<file path="src/rtl/param_iterative_mac.sv">
// Signed multiply-accumulate that builds each a*b product over DATA_W/SLICE_W
// cycles (SLICE_W bits of b per cycle), then accumulates with optional saturation.
module param_iterative_mac #(
  parameter int DATA_W  = 8,
  parameter int SLICE_W = 4,
  parameter int ACC_W   = 24
) (
  input  logic                     clk,
  input  logic                     rst,
  input  logic                     in_valid,
  output logic                     in_ready,
  input  logic signed [DATA_W-1:0] a,
  input  logic signed [DATA_W-1:0] b,
  input  logic signed [ACC_W-1:0]  bias,
  input  logic                     acc_clr,
  input  logic                     last,
  input  logic                     sat_en,
  output logic                     out_valid,
  input  logic                     out_ready,
  output logic signed [ACC_W-1:0]  out_data,
  output logic                     overflow
);

  localparam int NSLICE = DATA_W / SLICE_W;
  localparam int K_W    = (NSLICE > 1) ? $clog2(NSLICE) : 1;

  typedef enum logic [1:0] {IDLE, MUL, ACC, OUT} state_t;

  state_t                    r_state, w_next;
  logic signed [ACC_W:0]     r_mcand;
  logic        [DATA_W-1:0]  r_bsh;
  logic        [K_W-1:0]     r_k;
  logic signed [ACC_W:0]     r_prod;
  logic signed [ACC_W-1:0]   r_bias;
  logic                      r_clr, r_last, r_sat;
  logic signed [ACC_W-1:0]   r_acc;
  logic                      r_ovf;

  logic                      w_top;
  logic signed [SLICE_W:0]   w_slice;
  logic signed [ACC_W:0]     w_slice_ext;
  logic signed [ACC_W:0]     w_partial;
  logic signed [ACC_W:0]     w_base;
  logic signed [ACC_W:0]     w_sum;
  logic                      w_sum_ovf;
  logic signed [ACC_W-1:0]   w_acc_next;

  // Only the most significant slice of b carries the sign; lower slices are magnitudes.
  assign w_top       = (r_k == K_W'(NSLICE - 1));
  assign w_slice     = {w_top & r_bsh[SLICE_W-1], r_bsh[SLICE_W-1:0]};
  assign w_slice_ext = {{(ACC_W - SLICE_W){w_slice[SLICE_W]}}, w_slice};
  assign w_partial   = r_mcand * w_slice_ext;

  assign w_base     = r_clr ? {r_bias[ACC_W-1], r_bias} : {r_acc[ACC_W-1], r_acc};
  assign w_sum      = w_base + r_prod;
  assign w_sum_ovf  = w_sum[ACC_W] ^ w_sum[ACC_W-1];
  assign w_acc_next = (w_sum_ovf && r_sat)
                    ? (w_sum[ACC_W] ? {1'b1, {(ACC_W-1){1'b0}}} : {1'b0, {(ACC_W-1){1'b1}}})
                    : w_sum[ACC_W-1:0];

  always_ff @(posedge clk) begin
    // NOTE: every register here uses <= so all state updates see pre-edge values.
    if (rst) r_state <= IDLE;
    else     r_state <= w_next;
  end

  always_comb begin
    // NOTE: defaults first so every path assigns every output and no latch is inferred.
    w_next    = r_state;
    in_ready  = 1'b0;
    out_valid = 1'b0;
    unique case (r_state)
      IDLE: begin
        in_ready = 1'b1;
        if (in_valid) w_next = MUL;
      end
      MUL:  if (w_top) w_next = ACC;
      ACC:  w_next = r_last ? OUT : IDLE;
      OUT: begin
        out_valid = 1'b1;
        if (out_ready) w_next = IDLE;
      end
      default: w_next = IDLE;
    endcase
  end

  always_ff @(posedge clk) begin
    if (rst) begin
      r_mcand <= '0;
      r_bsh   <= '0;
      r_k     <= '0;
      r_prod  <= '0;
      r_bias  <= '0;
      r_clr   <= 1'b0;
      r_last  <= 1'b0;
      r_sat   <= 1'b0;
      r_acc   <= '0;
      r_ovf   <= 1'b0;
    end else begin
      unique case (r_state)
        IDLE: if (in_valid) begin
          r_mcand <= {{(ACC_W + 1 - DATA_W){a[DATA_W-1]}}, a};
          r_bsh   <= b;
          r_k     <= '0;
          r_prod  <= '0;
          r_bias  <= bias;
          r_clr   <= acc_clr;
          r_last  <= last;
          r_sat   <= sat_en;
        end
        MUL: begin
          r_prod  <= r_prod + w_partial;
          r_mcand <= r_mcand <<< SLICE_W;
          r_bsh   <= r_bsh >> SLICE_W;
          r_k     <= r_k + K_W'(1);
        end
        ACC: begin
          r_acc <= w_acc_next;
          // Overflow is sticky across a chain and only a clean acc_clr beat clears it.
          if (w_sum_ovf)  r_ovf <= 1'b1;
          else if (r_clr) r_ovf <= 1'b0;
        end
        default: ;
      endcase
    end
  end

  assign out_data = r_acc;
  assign overflow = r_ovf;

endmodule
</file>
<file path="config.mk">
export PLATFORM = sky130hd
export DESIGN_NAME = param_iterative_mac
export DESIGN_NICKNAME = d
export VERILOG_FILES = /design/src/rtl/param_iterative_mac.sv
export SDC_FILE = /design/constraint.sdc
export NUM_CORES = 1
export LEC_CHECK = 0
export CORE_UTILIZATION = 50
export CTS_CLUSTER_DIAMETER = 40
export DETAILED_ROUTE_END_ITERATION = 6
export DONT_BUFFER_PORTS = 1
export GPL_ROUTABILITY_DRIVEN = 0
export GPL_TIMING_DRIVEN = 0
export PLACE_DENSITY = 0.75
export SLEW_MARGIN = 25
export SYNTH_ARGS = -nofsm -noshare
export SYNTH_HDL_FRONTEND = slang
export SYNTH_SLANG_ARGS = --single-unit
</file>
<file path="constraint.sdc">
create_clock -name clk -period 5.1 [get_ports clk]
set_input_delay 0.765 -clock clk [delete_from_list [all_inputs] [get_ports clk]]
set_output_delay 0.765 -clock clk [all_outputs]
set_load 0.1 [all_outputs]
</file>
==> results of run 1 <==
power by group through the flow:
stage               logic [mW]  registers (mW)  clock network [mW]
floorplan                0.460            1.03                   0
global placement         0.569            1.06                   0
detailed placement       0.588            1.06                   0
CTS                      0.601            1.04                1.30
global route             0.676            1.05                1.35
finish                   0.606            1.05                1.30
cells by family (layout without fill, tap and decap cells):
| kind of cell | count (synthesis) | after routing | synth area share, % |
|---|---|---|---|
| multiplexers | 28 | 28 | 3.121 |
| AO/OA/AOI/OAI | 232 | 232 | 17.55 |
| adder cells (fa/ha/maj) | 159 | 159 | 26.80 |
| XOR/XNOR | 45 | 45 | 3.996 |
| flip-flops | 113 | 113 | 22.94 |
| buffers and inverters | 176 | 206 | 7.219 |
| AND/OR/NAND/NOR | 382 | 382 | 18.38 |
per-layer routing:
| layer | share of wire (%) | GRT usage [%] |
|---|---|---|
| met5 | 0 | 0 |
| met4 | 2.5 | 10.36 |
| met2 | 48 | 45.90 |
| met3 | 6.9 | 4.778 |
| met1 | 43 | 33.13 |
registers in the layout, summed over array words and instances (netlist names):
signal    flops
r_k           1
r_bsh         8
out_data     24
overflow      1
r_last        1
r_mcand      25
r_prod       25
r_sat         1
r_clr         1
r_bias       24
r_state       2
cell type report:
class | count | share of cell area, %
multi-input combinational | 846 | 63.58
sequential | 113 | 20.84
clock buffer | 21 | 4.418
inverter | 120 | 4.142
tap | 265 | 3.049
buffer | 56 | 2.543
clock inverter | 9 | 1.427
stage by stage:
stage               util [%]  total power [mW]
global placement       52.55             1.631
floorplan                  -             1.490
finish                 56.06             2.951
global route           56.06             3.077
detailed placement     52.59             1.650
CTS                    55.95             2.946
worst max-delay path, stage by stage (launching register included):
cell and delay (ns):
dfxtp_2 0.42, nand2_1 0.14, clkbuf_2 0.26, nor2_1 0.18, fa_1 0.46, fa_1 0.49, inv_1 0.05, fa_1 0.48
inv_1 0.04, ha_1 0.28, ha_1 0.34, o2111a_1 0.30, and2_1 0.20, o31ai_2 0.08, a21boi_1 0.15, o31a_1 0.30
o211ai_1 0.23, nand2b_1 0.10, xor2_1 0.15, a22o_1 0.19
cell usage in the layout (no fill, tap or decap), drive strengths merged, types with 7 or more instances in the layout:
master and instances:
mux2 22, a311oi 12, nand2b 12, a21oi 84, a211oi 26, and2 88
clkbuf 67, nor2 95, o21ai 25, inv 120, nand3 32, buf 10
ha 72, nand2 127, xor2 17, fa 87, o211ai 7, nor2b 7
o21a 7, xnor2 28, and3 7, dfxtp 113, a221oi 19, a21o 17
how the worst max path moves through the flow:
stage,slack (ns),from,end
after detailed placement,-0.19,r_bsh[2],r_prod[21]
after CTS,0.02,r_bsh[0],r_prod[21]
after floorplan,0.46,r_bsh[0],r_prod[21]
after global routing,-0.03,r_bsh[0],r_prod[21]
final,0.15,r_bsh[3],r_prod[21]
after global placement,-0.17,r_bsh[2],r_prod[21]
repair_timing:
action,CTS,global route
endpoints found under the setup margin,4,5
pin swaps,1,2
resized for setup,13,8
==> reports/summary.txt, run 1 <==
status: completed
top cells by count, synth: nand2_1 (127), inv_1 (120), dfxtp_1 (113), nor2_1 (95), and2_1 (88)
power per cell area: 271.4 mW/mm^2
path depth of the worst reg2reg path: 19
DRC Markers: 0
Synth cell types: 67
Crit Path Class: reg -> reg
GRT Total Usage: 26.70%
diode count: 0
vias in the first global route: 8,151
Setup WS pre-CTS: -0.1874 ns
crit end category: flop
setup TNS: 0 ns
Worst Tran Pin Value: 1.050 ns
unrepaired setup endpoints after global routing: yes
Final period util: 96.99%
crit path DAT: 5.26 ns
Peak VDD IR: 0.1767 mV
initial antenna violation count: 0
Post-Syn Area: 0.009862 sq mm
Area Growth Syn to Fin: 10.26%
Slew headroom: 29.87%
Clk Tree Root Cell: clkbuf_16
fin cells: 1,430
capturing point of the worst reg2reg path: r_prod[21]
H-tree Lvls: 4
Multi-input gate area: 0.006914 sq mm
Comb power frac: 20.5%
Reg power frac: 35.5%
P_sw: 918.3 uW
Detailed Place HPWL: 19,930 um
CP startpoint kind: flop
Async SR Flop Fraction: 0%
cell total after placement: 1,400
clock power share: 44.0%
drt pass-1 iters: 5
DR vias: 8,113
final-report setup violation count: 0
# IOs: 74
DP Area: 0.01020 sq mm
max_cap viols: 0
clk_lat worst skew: 0.42 ns
largest net degree at the start of global routing: 17
total wire length: 25,940 um
first-pass GRT wire length: 41,330 um
Clock Path Buffers: 2
WP data required: 5.42 ns
Tmin final: 4.947 ns
final instance area: 0.01087 sq mm
die area: 0.02029 sq mm
Post-synth EDFFs: 0
Critical R2R Launch: r_bsh[3]
CTS tree: yes
Die W: 142.4 um
vias per cell: 5.673
Hold Crit Endpoint: r_bias[13]
Min-Delay Path Class: reg -> reg
row cnt: 51
r2r setup slk: 0.15 ns
Cell Int Power: 2.033 mW
leakage power: 4.916 nW
Synth Warn #: 0
clock sink count: 113
Die H: 142.4 um
f_max: 0.2022 GHz
clock slew at reported path FFs: 0.06 ns
Nets: 1,360
cell with the most instances after synthesis: nand2_1
WL per Instance: 18.14 um
Hold Buf Count CTS: 0
Final Skew: 0.005671 ns
Starting Density: 50.84%
Crit Path Max Fanout: 10
Sw Ratio: 31.12%
worst hold path cell count: 2
gr ovfl total: 0
syn_area_per_cell: 8.689 sq um
setup bufs post-CTS: 0
Fin. Hold Viols: 0
Post-DRT Antenna Nets: 0
top-area cell type share of the netlist area: 22.94%
Synth Instances: 1,135
setup ws final: 0.1533 ns
Port Buffers: 0
cts bufs inserted: 17
Fin Hold WS: 0.4559 ns
final slew viol count: 0
fill count: 1,680
HP Start: r_bias[13]
CORE AREA: 0.01940 sq mm
FF+latch area: 0.002266 sq mm
sequential area share after synthesis: 22.94%
layout cells sized above 1: 10.21%
synth top area cells: dfxtp_1 (23%), fa_1 (18%), ha_1 (9.1%)
First DRT Iteration DRCs: 502
synthesis-stage register bit count: 113
Synth area leader: dfxtp_1
Synth Net Count: 1,341
ys flop type: dfxtp_1
(Power assumes the default switching activity.)
==> inputs of run 2 (changes only) <==
- clock period: 5.1 -> 6.1 ns (I/O delays scaled with it)
==> reports/summary.txt, run 2 (synthesis results as in run 1) <==
commonest cells after routing, fill and taps aside: nand2_1 (127), inv_1 (120), dfxtp_1 (113), nor2_1 (94), and2_1 (88)
path depth of the worst reg2reg path: 17
Pwr Total: 2.467 mW
max_cap viols: 0
Nets: 1,360
status: completed
Crit Path Class: reg -> reg
setup bufs post-CTS: 0
Fin Hold WS: 0.4563 ns
most common cell after layout, fill and taps aside: nand2_1
final-report setup violation count: 0
Die H: 142.4 um
f_max: 0.1870 GHz
Detailed Place HPWL: 19,930 um
gr ovfl total: 0
WP data required: 6.42 ns
# IOs: 74
Clock Path Buffers: 2
row cnt: 51
post_cts resized: 0
Peak VDD IR: 0.1474 mV
WL per Instance: 18.08 um
Clk Tree Root Cell: clkbuf_16
crit end category: flop
clk_lat worst skew: 0.42 ns
Worst Tran Pin Value: 1.047 ns
crit path DAT: 5.66 ns
Port Buffers: 0
drt pass-1 iters: 5
CP startpoint kind: flop
Regs by FF count: r_mcand (25), r_prod (25)
GRT Total Usage: 26.67%
vias per cell: 5.655
Fin. Hold Viols: 0
setup TNS: 0 ns
Min-Delay Path Class: reg -> reg
DR vias: 8,087
Die W: 142.4 um
cell total after placement: 1,400
CORE AREA: 0.01940 sq mm
total wire length: 25,860 um
clock sink count: 113
fin cells: 1,430
H-tree Lvls: 4
worst hold path cell count: 2
Area Growth Syn to Fin: 9.883%
diode count: 0
final slew viol count: 0
Hold Buf Count CTS: 0
cts bufs inserted: 17
First DRT Iteration DRCs: 458
Crit Path Max Fanout: 10
initial antenna violation count: 0
Final period util: 87.67%
leakage power: 4.893 nW
vias in the first global route: 8,140
power per cell area: 227.6 mW/mm^2
Tmin final: 5.348 ns
clock slew at reported path FFs: 0.05 ns
layout cells sized above 1: 8.927%
unrepaired setup endpoints after global routing: no
Starting Density: 50.84%
CTS tree: yes
DRC Markers: 0
Slew headroom: 30.09%
fill count: 1,682
Final Skew: 0.005696 ns
Post-DRT Antenna Nets: 0
largest net degree at the start of global routing: 17
die area: 0.02029 sq mm
first-pass GRT wire length: 41,300 um
## run 2: cell count changes in the layout (fill, tap and decap cells not counted), moves of 2 or more
cell	before	now
clkbuf_2	6	1
a21oi_1	82	84
clkbuf_1	37	45
dfxtp_1	110	113
a21oi_2	2	0
dfxtp_2	3	0
## run 2: final timing paths
check	startpoint	to	slack, ns
max	r_bsh[2]	r_prod[21]	0.75
min	r_bias[7]	r_bias[7]	0.46
max reg2reg	r_bsh[2]	r_prod[21]	0.75
min reg2reg	r_bias[7]	r_bias[7]	0.46
## run 2: worst max-delay path, cell delays in order, from the launching register on
cell      delay (ns)
dfxtp_1         0.48
clkbuf_1        0.44
nand2_1         0.15
fa_1            0.58
fa_1            0.43
fa_1            0.46
fa_1            0.51
inv_1           0.06
fa_1            0.40
nand2_1         0.10
a21oi_1         0.13
o31ai_1         0.29
a21boi_0        0.21
o31a_1          0.32
o211ai_1        0.25
nand2b_1        0.10
xor2_1          0.15
a22o_1          0.19
## run 2: area by class of cell
class	count	area (sq um)	area share [%]
clock buffer	21	480.5	4.434
multi-input combinational	846	6895	63.63
sequential	113	2262	20.88
tap	265	331.6	3.060
inverter	120	450.4	4.157
clock inverter	9	155.1	1.432
buffer	56	261.5	2.413
## run 2: metal layers
| metal | global-route usage (%) | part of all wire [%] | vias to the layer above |
|---|---|---|---|
| met2 | 45.90 | 48 | 270 |
| met4 | 10.47 | 2.5 | 0 |
| met5 | 0 | 0 | - |
| met1 | 33.18 | 43 | 3920 |
| li1 | - | - | 3846 |
| met3 | 4.509 | 6.7 | 51 |
## run 2: power breakdown
group	total, mW	internal, mW	switching [mW]
clock network	1.09	0.722	0.366
registers	0.875	0.783	0.0928
logic	0.504	0.193	0.311
## run 2: stage by stage
step / area [sq um] / setup WS, ns / utilization (%)
global route: 10840 / 0.5381 / 55.86
detailed placement: 10200 / 0.8126 / 52.59
finish: 10840 / 0.7520 / 55.86
floorplan: 9862 / 1.463 / -
global placement: 10190 / 0.8302 / 52.55
CTS: 10840 / 0.8143 / 55.86
==> inputs of run 3 (changes only) <==
- SETUP_SLACK_MARGIN: not set -> 0.15
==> results of run 3 <==
The final DEF is identical to that of run 2; final timing and power are the same.
